$ cat src/rtl/magic_glove_pkg.sv
// Shared types and constants for the gesture top-3 selection path.
// The score/index slot layout is common to the selector and its insertion logic.
package magic_glove_pkg;

  localparam int N_CLASS = 27;
  localparam int IDX_W   = 5;
  localparam int SCORE_W = 16;

  typedef logic [IDX_W-1:0]          class_idx_t;
  typedef logic signed [SCORE_W-1:0] score_t;

  typedef struct packed {
    score_t     score;
    class_idx_t idx;
  } top_slot_t;

  typedef top_slot_t [0:2] top3_t;

  typedef enum logic [1:0] {
    S_IDLE = 2'd0,
    S_SCAN = 2'd1,
    S_OUT  = 2'd2
  } state_t;

  localparam score_t     SCORE_MIN = {1'b1, {(SCORE_W-1){1'b0}}};
  localparam class_idx_t LAST_IDX  = class_idx_t'(N_CLASS - 1);

  // Empty slots hold the most-negative score, so any real score displaces them.
  function automatic top3_t top3_init();
    top3_t t;
    for (int k = 0; k < 3; k++) begin
      t[k].score = SCORE_MIN;
      t[k].idx   = '0;
    end
    return t;
  endfunction

endpackage

$ cat src/rtl/top3_select_if.sv
// Stream-in / winners-out bundle between the classifier, top3_select and dedup.
interface top3_select_if;
  import magic_glove_pkg::*;

  logic             i_start;
  logic             i_valid;
  score_t           i_score;
  logic             o_ready;
  class_idx_t [0:2] o_tops;
  class_idx_t [0:2] o_prev_tops;
  logic             o_prev_valid;
  logic             o_next;
  logic             o_busy;

  modport slave (
    input  i_start, i_valid, i_score,
    output o_ready, o_tops, o_prev_tops, o_prev_valid, o_next, o_busy
  );

  modport master (
    output i_start, i_valid, i_score,
    input  o_ready, o_tops, o_prev_tops, o_prev_valid, o_next, o_busy
  );

endinterface

$ cat src/rtl/top3_insert.sv
// Combinational insertion of one (score, index) into a sorted top-3 list.
// Strict greater-than keeps the earlier index on ties.
module top3_insert
  import magic_glove_pkg::*;
(
  input  top3_t      top_in,
  input  score_t     score,
  input  class_idx_t idx,
  output top3_t      top_out
);

  top_slot_t new_slot;

  always_comb begin
    new_slot.score = score;
    new_slot.idx   = idx;
    top_out        = top_in;
    if (score > top_in[0].score) begin
      top_out[2] = top_in[1];
      top_out[1] = top_in[0];
      top_out[0] = new_slot;
    end else if (score > top_in[1].score) begin
      top_out[2] = top_in[1];
      top_out[1] = new_slot;
    end else if (score > top_in[2].score) begin
      top_out[2] = new_slot;
    end
  end

endmodule

$ cat src/rtl/top3_select.sv
// Per-frame running top-3 of classifier scores; publishes winners plus the
// previous frame's winners and pulses o_next for the dedup stage.
//
//   state  | meaning
//   S_IDLE | slots/counter held at initial values, waiting for i_start
//   S_SCAN | accepting one score per i_valid, index = cnt
//   S_OUT  | one cycle; winners and history registered on exit edge
module top3_select
  import magic_glove_pkg::*;
(
  input  logic          i_clk,
  input  logic          i_rst_n,
  top3_select_if.slave  bus
);

  state_t           state, state_d;
  class_idx_t       cnt, cnt_d;
  top3_t            slots, slots_d, slots_ins;
  class_idx_t [0:2] tops_q, prev_tops_q;
  logic             prev_valid_q, next_q, done_once_q;

  top3_insert u_insert (
    .top_in  (slots),
    .score   (bus.i_score),
    .idx     (cnt),
    .top_out (slots_ins)
  );

  always_ff @(posedge i_clk or negedge i_rst_n) begin
    if (!i_rst_n) begin
      state <= S_IDLE;
      cnt   <= '0;
      slots <= '0;
    end else begin
      state <= state_d;
      cnt   <= cnt_d;
      slots <= slots_d;
    end
  end

  always_comb begin
    state_d = state;
    cnt_d   = cnt;
    slots_d = slots;
    case (state)
      S_IDLE: begin
        cnt_d   = '0;
        slots_d = top3_init();
        if (bus.i_start) state_d = S_SCAN;
      end
      S_SCAN: begin
        // A restart wins over a score presented in the same cycle.
        if (bus.i_start) begin
          cnt_d   = '0;
          slots_d = top3_init();
        end else if (bus.i_valid) begin
          slots_d = slots_ins;
          cnt_d   = cnt + 1'b1;
          if (cnt == LAST_IDX) state_d = S_OUT;
        end
      end
      S_OUT:   state_d = S_IDLE;
      default: state_d = S_IDLE;
    endcase
  end

  always_ff @(posedge i_clk or negedge i_rst_n) begin
    if (!i_rst_n) begin
      tops_q       <= '0;
      prev_tops_q  <= '0;
      prev_valid_q <= 1'b0;
      next_q       <= 1'b0;
      done_once_q  <= 1'b0;
    end else begin
      next_q <= (state == S_OUT);
      if (state == S_OUT) begin
        prev_tops_q  <= tops_q;
        for (int k = 0; k < 3; k++) tops_q[k] <= slots[k].idx;
        prev_valid_q <= done_once_q;
        done_once_q  <= 1'b1;
      end
    end
  end

  assign bus.o_ready      = (state == S_SCAN);
  assign bus.o_busy       = (state != S_IDLE);
  assign bus.o_tops       = tops_q;
  assign bus.o_prev_tops  = prev_tops_q;
  assign bus.o_prev_valid = prev_valid_q;
  assign bus.o_next       = next_q;

endmodule

$ cat src/flat_wrapper.sv
// flat-port wrapper written by rule: the top's interface ports become plain ports
module top3_select_flat import magic_glove_pkg::*;
  (i_clk, i_rst_n, bus_i_start, bus_i_valid, bus_i_score, bus_o_ready, bus_o_tops, bus_o_prev_tops, bus_o_prev_valid, bus_o_next, bus_o_busy);
  top3_select_if bus_i ();
  input  logic i_clk;
  input  logic i_rst_n;
  input wire logic [$bits(bus_i.i_start)-1:0] bus_i_start;
  input wire logic [$bits(bus_i.i_valid)-1:0] bus_i_valid;
  input wire logic [$bits(bus_i.i_score)-1:0] bus_i_score;
  output wire logic [$bits(bus_i.o_ready)-1:0] bus_o_ready;
  output wire logic [$bits(bus_i.o_tops)-1:0] bus_o_tops;
  output wire logic [$bits(bus_i.o_prev_tops)-1:0] bus_o_prev_tops;
  output wire logic [$bits(bus_i.o_prev_valid)-1:0] bus_o_prev_valid;
  output wire logic [$bits(bus_i.o_next)-1:0] bus_o_next;
  output wire logic [$bits(bus_i.o_busy)-1:0] bus_o_busy;
  assign bus_i.i_start = bus_i_start;
  assign bus_i.i_valid = bus_i_valid;
  assign bus_i.i_score = bus_i_score;
  assign bus_o_ready = bus_i.o_ready;
  assign bus_o_tops = bus_i.o_tops;
  assign bus_o_prev_tops = bus_i.o_prev_tops;
  assign bus_o_prev_valid = bus_i.o_prev_valid;
  assign bus_o_next = bus_i.o_next;
  assign bus_o_busy = bus_i.o_busy;
  top3_select u_core (.i_clk(i_clk), .i_rst_n(i_rst_n), .bus(bus_i));
endmodule
$ cat config.mk
export PLATFORM = sky130hd
export DESIGN_NAME = top3_select_flat
export DESIGN_NICKNAME = d
export VERILOG_FILES = /design/src/rtl/magic_glove_pkg.sv /design/src/rtl/top3_select_if.sv /design/src/rtl/top3_insert.sv /design/src/rtl/top3_select.sv /design/src/flat_wrapper.sv
export SDC_FILE = /design/constraint.sdc
export NUM_CORES = 1
export LEC_CHECK = 0
export BUFFER_PORTS_ARGS = -buffer_cell sky130_fd_sc_hd__buf_2
export CORE_MARGIN = 3
export CORE_UTILIZATION = 55
export CTS_CLUSTER_SIZE = 10
export DETAILED_ROUTE_END_ITERATION = 7
export HOLD_SLACK_MARGIN = 0.02
export PLACE_DENSITY = 0.77
export SETUP_SLACK_MARGIN = 0.2
export SYNTH_ARGS = -nofsm -noshare
export SYNTH_HDL_FRONTEND = slang
export SYNTH_HIERARCHICAL = 1
export SYNTH_SLANG_ARGS = --single-unit
$ cat constraint.sdc
create_clock -name i_clk -period 2.47 [get_ports i_clk]
set_clock_uncertainty 0.1 [all_clocks]
set_input_delay 0.247 -clock i_clk [delete_from_list [all_inputs] [get_ports i_clk]]
set_output_delay 0.247 -clock i_clk [all_outputs]
set_load 0.01 [all_outputs]
[After elaboration in Yosys (flattened, before gate mapping)]
Index checks and enable logic that the tools add are counted.
Storage, ports and cells
  bits in registers: 103
  output and inout bits: 34
  logic and storage cells: 56
Operators by class
  order comparisons: 3
  equality and inequality tests: 11
  multiplexer cells: 16
  add/sub/neg operators: 1
  reduce and logical (&&, ||, !) cells: 8
Operator list (count)
  $mux 63: 2
  $pmux 63 s2: 1
  $mux 21: 4
  $gt 16x16->1: 3
  $mux 42: 1
  $mux 5: 2
  $pmux 5 s2: 1
  $reduce_and 3->1: 3
  $mux 2: 4
  $ne 2x2->1 const B: 3
  $add 5x1->5 const B: 1
  $eq 5x5->1 const B: 1
  $ne 5x2->1 const B: 1
  $ne 4x2->1 const B: 1
  $pmux 2 s2: 1
  $reduce_and 4->1: 1
  $reduce_bool 2->1: 2
  $ne 3x2->1 const B: 1
  $ne 3x3->1 const B: 1
  $eq 2x1->1 const B: 1
  $eq 2x2->1 const B: 1
  $logic_not 2->1: 1
  $ne 2x1->1 const B: 1
  $reduce_and 2->1: 1

[Logic depth before layout (Yosys ltp)]
Gate-level depths: netlist (run 1).
  depth after elaboration: 7
  depth in mapped cells: 11
  depth with buffers taken out: 9

[By module]
Netlist (run 1), hierarchy kept.
By module, submodules not included
  top3_select: area each 3903.7 um2, cells each 249, times used 1
  top3_insert: area each 3054.2 um2, cells each 483, times used 1

[Least setup slack after synthesis (run 1)]
No wires, ideal clock.
  path type: flip-flop to flip-flop
  start point: register u_core/slots[58] (netlist bit)
  end point: register u_core/slots[10] (netlist bit)
  cell stages (with the launch flop): 12
  library setup time: 0.121 ns
  slack: -0.215 ns
  required time: 2.249 ns
  arrival: 2.464 ns
  path buffers: 2
  cells stage by stage: dfrtp_1 > inv_1 > ha_1 > a21oi_2 > o22ai_1 > or4b_4 > o311a_1 > buf_6 > nor3_4 > buf_6 > a31oi_1 > a22o_1
RTL lines
  start: declaration: RTL line top3_select.sv:18  | top3_t slots, slots_d, slots_ins;
  start signal: assignment: RTL line top3_select.sv:37  | slots <= slots_d;

[Worst setup path after layout (run 1)]
  start point: register u_core/slots[11] (netlist bit)
  end point: register u_core/slots[12] (netlist bit)
On the way
  longest elaborated chain between the ends: 3
Ends and longest elaborated chain
  $gt 16x16->1: RTL line top3_insert.sv:25  | end else if (score > top_in[2].score) begin
  $ne 5x2->1 (no source line)
  $reduce_and 3->1 (no source line)
No other way between the ends.
A chain may end at the register's enable or synchronous reset.

==> results of run 1 <==
-- sequential cells by signal, indices dropped and copies added, names as in the netlist --
register                 count
u_core/state                 2
u_core/bus.o_prev_valid      1
u_core/cnt                   5
u_core/bus.o_prev_tops      15
u_core/bus.o_next            1
u_core/done_once_q           1
u_core/bus.o_tops           15
u_core/slots                63
-- placed cells by master, fill, tap and decap left out, drive strengths merged, types with 2 or more instances in the layout --
cell type,count
ha,50
and3,22
dfrtp,103
o31a,22
o22ai,2
nand2,44
o21ai,44
a31oi,85
or4,2
a22o,61
nand2b,5
nand3,25
inv,55
mux2i,2
nor2,26
buf,190
mux2,31
a211oi,2
o21bai,3
nor3,5
nor2b,4
clkbuf,14
a21oi,15
o211ai,24
nand4,10
o22a,3
o311ai,2
and4,2
-- final cells by class --
cell class | count | area, µm² | share of cell area (%)
Timing Repair Buffer | 195 | 1720 | 18.42
Sequential cell | 103 | 2577 | 27.60
Inverter | 50 | 187.7 | 2.010
Clock buffer | 10 | 239.0 | 2.559
Multi-Input combinational cell | 514 | 4347 | 46.54
Tap cell | 168 | 210.2 | 2.251
Clock inverter | 6 | 57.56 | 0.6163
-- Yosys cell counts, drive strengths merged (3+ instances only) --
cell type / n
a21oi: 15
a22o: 61
a31oi: 85
and3: 22
buf: 38
clkbuf: 28
dfrtp: 103
ha: 50
inv: 50
mux2: 31
nand2: 44
nand2b: 5
nand3: 25
nand4: 10
nor2: 26
nor2b: 4
nor3: 4
o211ai: 24
o21ai: 44
o21bai: 3
o22a: 3
o31a: 22
-- through the flow --
stage / instances / power, mW
global route: 1046 / 5.500
floorplan: 732 / 2.742
global placement: 1005 / 3.243
CTS: 1038 / 4.912
finish: 1046 / 5.318
detailed placement: 1005 / 3.305
-- cells by family (layout without fill, tap and decap cells) --
kind of cell	count (synthesis)	in the layout	share of synthesized area [%]
simple gates	155	156	11.74
mux	33	33	5.305
flops	103	103	37.04
xor+xnor	1	1	0.1259
buf+inv	116	261	8.506
compound gates	274	274	28.29
fa+ha+maj	50	50	8.991
-- repair_timing --
| action | CTS | global route |
|---|---|---|
| buffers inserted | 11 | 4 |
| pin swaps | 9 | 33 |
| gates cloned | 5 | 4 |
| endpoints found under the hold margin | 35 | 0 |
| gates resized for setup | 47 | 74 |
| hold buffers | 1 | 0 |
| endpoints found under the setup margin | 63 | 63 |
-- worst paths after layout --
check                      slack (ps)            endpoint
max reg2reg                      -510    u_core/slots[12]
min reg2reg                       380  u_core/done_once_q
max in group asynchronous        1250    u_core/slots[33]
min in group asynchronous         270     u_core/slots[2]
min                               120     u_core/state[0]
max                              -510    u_core/slots[12]
-- routing by layer --
| layer | track usage [%] | vias up | wire length [µm] |
|---|---|---|---|
| met5 | 0 | - | 0 |
| met4 | 14.19 | 0 | 1490 |
| met3 | 5.120 | 149 | 2598 |
| met2 | 51.20 | 563 | 11420 |
| met1 | 39.24 | 3442 | 8879 |
| li1 | - | 3079 | - |
-- critical path, cell delays in order, from the launching register on --
cell and delay, ps:
dfrtp_1 410, inv_1 70, ha_1 280, a211oi_2 270
o21ai_1 110, and3_4 220, buf_6 140, o311ai_2 480
buf_4 260, o211ai_1 130, a31oi_2 190, a22o_1 250
-- power by group through the flow --
stage / sequential [mW] / clock (mW) / combinational, mW
floorplan: 1.86 / 0 / 0.883
global placement: 1.86 / 0 / 1.38
detailed placement: 1.87 / 0 / 1.44
CTS: 1.84 / 1.47 / 1.60
global route: 1.85 / 1.56 / 2.08
finish: 1.85 / 1.49 / 1.98
==> out/metrics.yaml, run 1 <==
detailed_routing:
  avgRoutedWirePerCell_um: 23.31
  detail_route.iter0.violations: 1154
  first_pass_iters: 7
  vias: 7233
  wl_um: 24390
  detail-route-antenna-nets: 0
  remaining_drc_errors: 0
  vias_per_cell: 6.915
timing:
  rsz0062_at_grt: "true"
  clock.fmax_mhz: 335.0
  tns_ps: -20790
  relSlewSlack_pct: 57.46
  fin_crit_sh_pct: 120.8
  finalCriticalPeriod_ps: 2985
  hold_slack_ps: 121.4
  setup_slack_ps: -514.8
  tightest_slew_ps: 636.0
  timing.final.hold_violations: 0
  drv_slew: 0
  setup_viol: 63
min_path:
  hp-start: "bus_i_start"
  min_delay_path_depth: 3
  hp-class: "primary input to flip-flop"
setup_path:
  cp-start-kind: "flip-flop"
  worstRegToRegCells: 11
  end_kind: "flip-flop"
  startpoint: "u_core/slots[11]"
  crit_type: "flip-flop to flip-flop"
  worstReg2RegStart: "u_core/slots[11]"
  critPathArrivalTime_ps: 3160
  crit_fanout: 8
  cp.required_ps: 2650
final_layout:
  final_area_mm2: 0.009339
  layout.nets: 943
  post-route-util_pct: 76.48
  nFillCells: 774
  n_antenna_cell: 0
  syn_to_final_growth_pct: 34.22
  layout-drive-gt1-share_pct: 37.02
floorplan:
  rows: 40
  start_util_pct: 56.98
  core_area_mm2: 0.01221
  pin_count: 54
  dieHeight_um: 118.5
  die_x_um: 118.5
  dieArea_mm2: 0.01404
cts:
  cts_tree: "built"
  clock_path_buffers: 2
  htreeDepth: 3
  insertion_delay_ps: 360
  numClockSinks: 103
  cts-root-buf: "clkbuf_16"
  clkTransAtPathRegs_ps: 90
  numCtsBuffers: 9
global_routing:
  grt_overflow: 0
  antenna_found_initial: 0
  track_usage_pct: 30.75
  grt_pass1_wl_um: 35090
  first_global_vias: 6698
  grt_max_degree: 63
logic_synthesis:
  yosys.area.top_type: "dfrtp_1"
  synth_area_mm2: 0.006958
  ys_types: 61
  synth_edf_count: 0
  ys_ff_latch: 103
  yosysWarnings: 6
  synth_cells: 732
  synth-async-reset-ratio_pct: 100.0
  syn_nets: 802
  syn_area_per_cell_um2: 9.505
  ys_top_cells_by_area: "dfrtp_1 37%, ha_1 9.0%, a22o_1 7.7%"
  synth_ff_type: "dfrtp_1"
  yosysTopAreaCellShare_pct: 37.04
  yosysSeqAreaShare_pct: 37.04
power:
  p_int_mw: 3.385
  static-leakage-power_nw: 4.268
  peakVddDrop_mv: 0.3654
  p_seq_share_pct: 34.7
  combPwrFrac_pct: 37.3
  p_switching_mw: 1.933
  switching_share_pct: 36.35
  power_density_mw_per_mm2: 569.4
  p_clk_share_pct: 28.0
job:
  cap_violations: 0
placed_design:
  dpl.hpwl_um: 13810
  dp_slack_ps: -631.7
  placed_area_mm2: 0.008110
  place.gp.congestion: 0.9222
  io_buffers: 53
outcome:
  status: "finished, violations left"
  violations: "negative setup slack"
Power figures use the tool's default switching activity.
==> run 2, diff against run 1 <==
--- a/config.mk
+++ b/config.mk
@@ -8,10 +8,13 @@
 export BUFFER_PORTS_ARGS = -buffer_cell sky130_fd_sc_hd__buf_2
 export CORE_MARGIN = 3
 export CORE_UTILIZATION = 55
+export CTS_BUF_LIST = sky130_fd_sc_hd__clkbuf_8
 export CTS_CLUSTER_SIZE = 10
 export DETAILED_ROUTE_END_ITERATION = 7
+export GPL_TIMING_DRIVEN = 0
 export HOLD_SLACK_MARGIN = 0.02
 export PLACE_DENSITY = 0.77
+export REMOVE_ABC_BUFFERS = 1
 export SETUP_SLACK_MARGIN = 0.2
 export SYNTH_ARGS = -nofsm -noshare
 export SYNTH_HDL_FRONTEND = slang
==> run 2 against run 1 <==
Effect of this change: the flow finishes with violations (design-rule violations, negative setup slack); non-clock buffer count down 46; final area shrank 2.0%; worst setup slack worse by 500 ps; maximum frequency fell by 14%; first-iteration DRC count grew 7.5%; clock power is 27% lower; combinational power is 6% higher; via count is 5.0% higher.
==> out/metrics.yaml, run 2 (synthesis results as in run 1) <==
floorplan:
  die_x_um: 118.5  # unchanged
  rows: 40  # unchanged
  dieHeight_um: 118.5  # unchanged
  start_util_pct: 56.98  # unchanged
  core_area_mm2: 0.01221  # unchanged
  dieArea_mm2: 0.01404  # unchanged
  pin_count: 54  # unchanged
outcome:
  status: "finished, violations left"
  violations: "design-rule violations, negative setup slack"
timing:
  tns_ps: -38750  # -17960 ps
  clock.fmax_mhz: 286.9  # -14%
  fin_crit_sh_pct: 141.1  # +20 points
  relSlewSlack_pct: 32.20  # -25 points
  timing.final.hold_violations: 0  # unchanged
  finalCriticalPeriod_ps: 3486  # +501.2 ps
  setup_viol: 63  # unchanged
  setup_slack_ps: -1016  # -501.2 ps
  rsz0062_at_grt: "true"
  drv_slew: 0  # unchanged
  hold_slack_ps: 67.54  # -53.91 ps
  tightest_slew_ps: 1017  # +381.0 ps
placed_design:
  dpl.hpwl_um: 11280  # -18%
  placed_area_mm2: 0.007298  # -10%
  dp_slack_ps: -1760  # -1129 ps
  io_buffers: 53  # unchanged
  place.gp.congestion: 0.8439  # -8.5%
  place_inst: 898  # -11%
power:
  power_mw: 5.059  # -4.9%
  power_density_mw_per_mm2: 553.0  # -2.9%
  peakVddDrop_mv: 0.4093  # +12%
  static-leakage-power_nw: 4.112  # -3.7%
min_path:
  hp-class: "primary input to flip-flop"
  min_delay_path_depth: 2  # -1
final_layout:
  regMostFlops: "u_core/slots"
  nFillCells: 779  # +0.65%
  fin_cells: 1012  # -3.3%
  layout_common_cells: "103 x dfrtp_1, 81 x a31oi_1, 61 x a22o_1"
  syn_to_final_growth_pct: 31.49
  final_common_cell: "dfrtp_1"
  layout-drive-gt1-share_pct: 36.73  # -0.29 points
  layout.nets: 909  # -3.6%
  post-route-util_pct: 74.92  # -1.6 points
  final_area_mm2: 0.009149  # -2.0%
  n_antenna_cell: 0  # unchanged
  largest_reg_flops: 63  # unchanged
global_routing:
  track_usage_pct: 31.39  # +0.64 points
  grt_overflow: 0  # unchanged
  first_global_vias: 6726  # +0.42%
  antenna_found_initial: 1  # +1
  grt_pass1_wl_um: 35610  # +1.5%
  grt_max_degree: 63  # unchanged
setup_path:
  worstRegToRegCells: 11  # unchanged
  end_kind: "flip-flop"
  cp.required_ps: 2720  # +70 ps
  cp-start-kind: "flip-flop"
  critPathArrivalTime_ps: 3740  # +580 ps
  crit_type: "flip-flop to flip-flop"
  crit_fanout: 7  # -1
detailed_routing:
  wl_met3_um: 3796  # +46%
  avgRoutedWirePerCell_um: 27.21  # +17%
  vias_per_cell: 7.508  # +8.6%
  drt-met1-wl_um: 9180  # +3.4%
  detail_route.iter0.violations: 1241  # +7.5%
  dr.max_layer_used: "met5"
  wl_um: 27530  # +13%
  wl_met2_um: 11870  # +4.0%
  detail-route-antenna-nets: 0  # unchanged
  first_pass_iters: 8  # +1
  vias: 7598  # +5.0%
  remaining_drc_errors: 23  # +23
cts:
  clkTransAtPathRegs_ps: 110  # +20 ps
  clock_path_buffers: 2  # unchanged
  cts-root-buf: "clkbuf_8"
  htreeDepth: 3  # unchanged
  cts_tree: "built"
  numClockSinks: 103  # unchanged
  insertion_delay_ps: 410  # +50 ps
  numCtsBuffers: 9  # unchanged
job:
  cap_violations: 0  # unchanged
run 2: what timing repair did:
item / in CTS / in global routing
gates cloned: 12 / 7
hold buffers: 1 / 0
gates resized for setup: 66 / 103
endpoints found under the hold margin: 41 / 0
endpoints found under the setup margin: 63 / 63
setup buffers: 36 / 42
pin swaps: 40 / 41
run 2: path summary, 6_finish.rpt:
path / from / to / slack (ps)
min in group asynchronous: i_rst_n / u_core/bus.o_tops[10] / 260
max in group asynchronous: i_rst_n / u_core/slots[15] / 1320
worst max register to register: u_core/slots[8] / u_core/slots[20] / -1020
worst max-delay path: u_core/slots[8] / u_core/slots[20] / -1020
worst min-delay path: bus_i_valid / u_core/state[0] / 70
worst min register to register: u_core/done_once_q / u_core/done_once_q / 390
run 2: worst max-delay path: stages, from the launching register on:
cell and delay (ps):
dfrtp_1 410, inv_1 60, ha_1 340, a21oi_1 820, a21oi_4 130, buf_12 180
buf_8 120, buf_4 140, o311ai_4 490, o211ai_1 220, a31oi_1 250, o22a_1 160
run 2: final cells by class:
cell class | instances | area (µm²) | share of cell area (%)
clock buffers | 10 | 137.6 | 1.504
clock inverters | 6 | 62.56 | 0.6838
inverters | 50 | 187.7 | 2.051
multi-input cells | 526 | 4568 | 49.93
flip-flops and latches | 103 | 2577 | 28.17
well taps | 168 | 210.2 | 2.298
repair buffers | 149 | 1405 | 15.36
run 2: per-layer routing:
| layer | vias up | track usage [%] |
|---|---|---|
| met1 | 3556 | 38.57 |
| met5 | - | 0 |
| met3 | 279 | 9.139 |
| li1 | 3041 | - |
| met2 | 720 | 49.95 |
| met4 | 2 | 16.73 |
run 2: power breakdown:
part | switching (mW) | leakage (nW) | internal (mW)
Clock | 0.673 | 0.102 | 0.420
Combinational | 1.22 | 2.61 | 0.883
Sequential | 0.0951 | 1.40 | 1.77
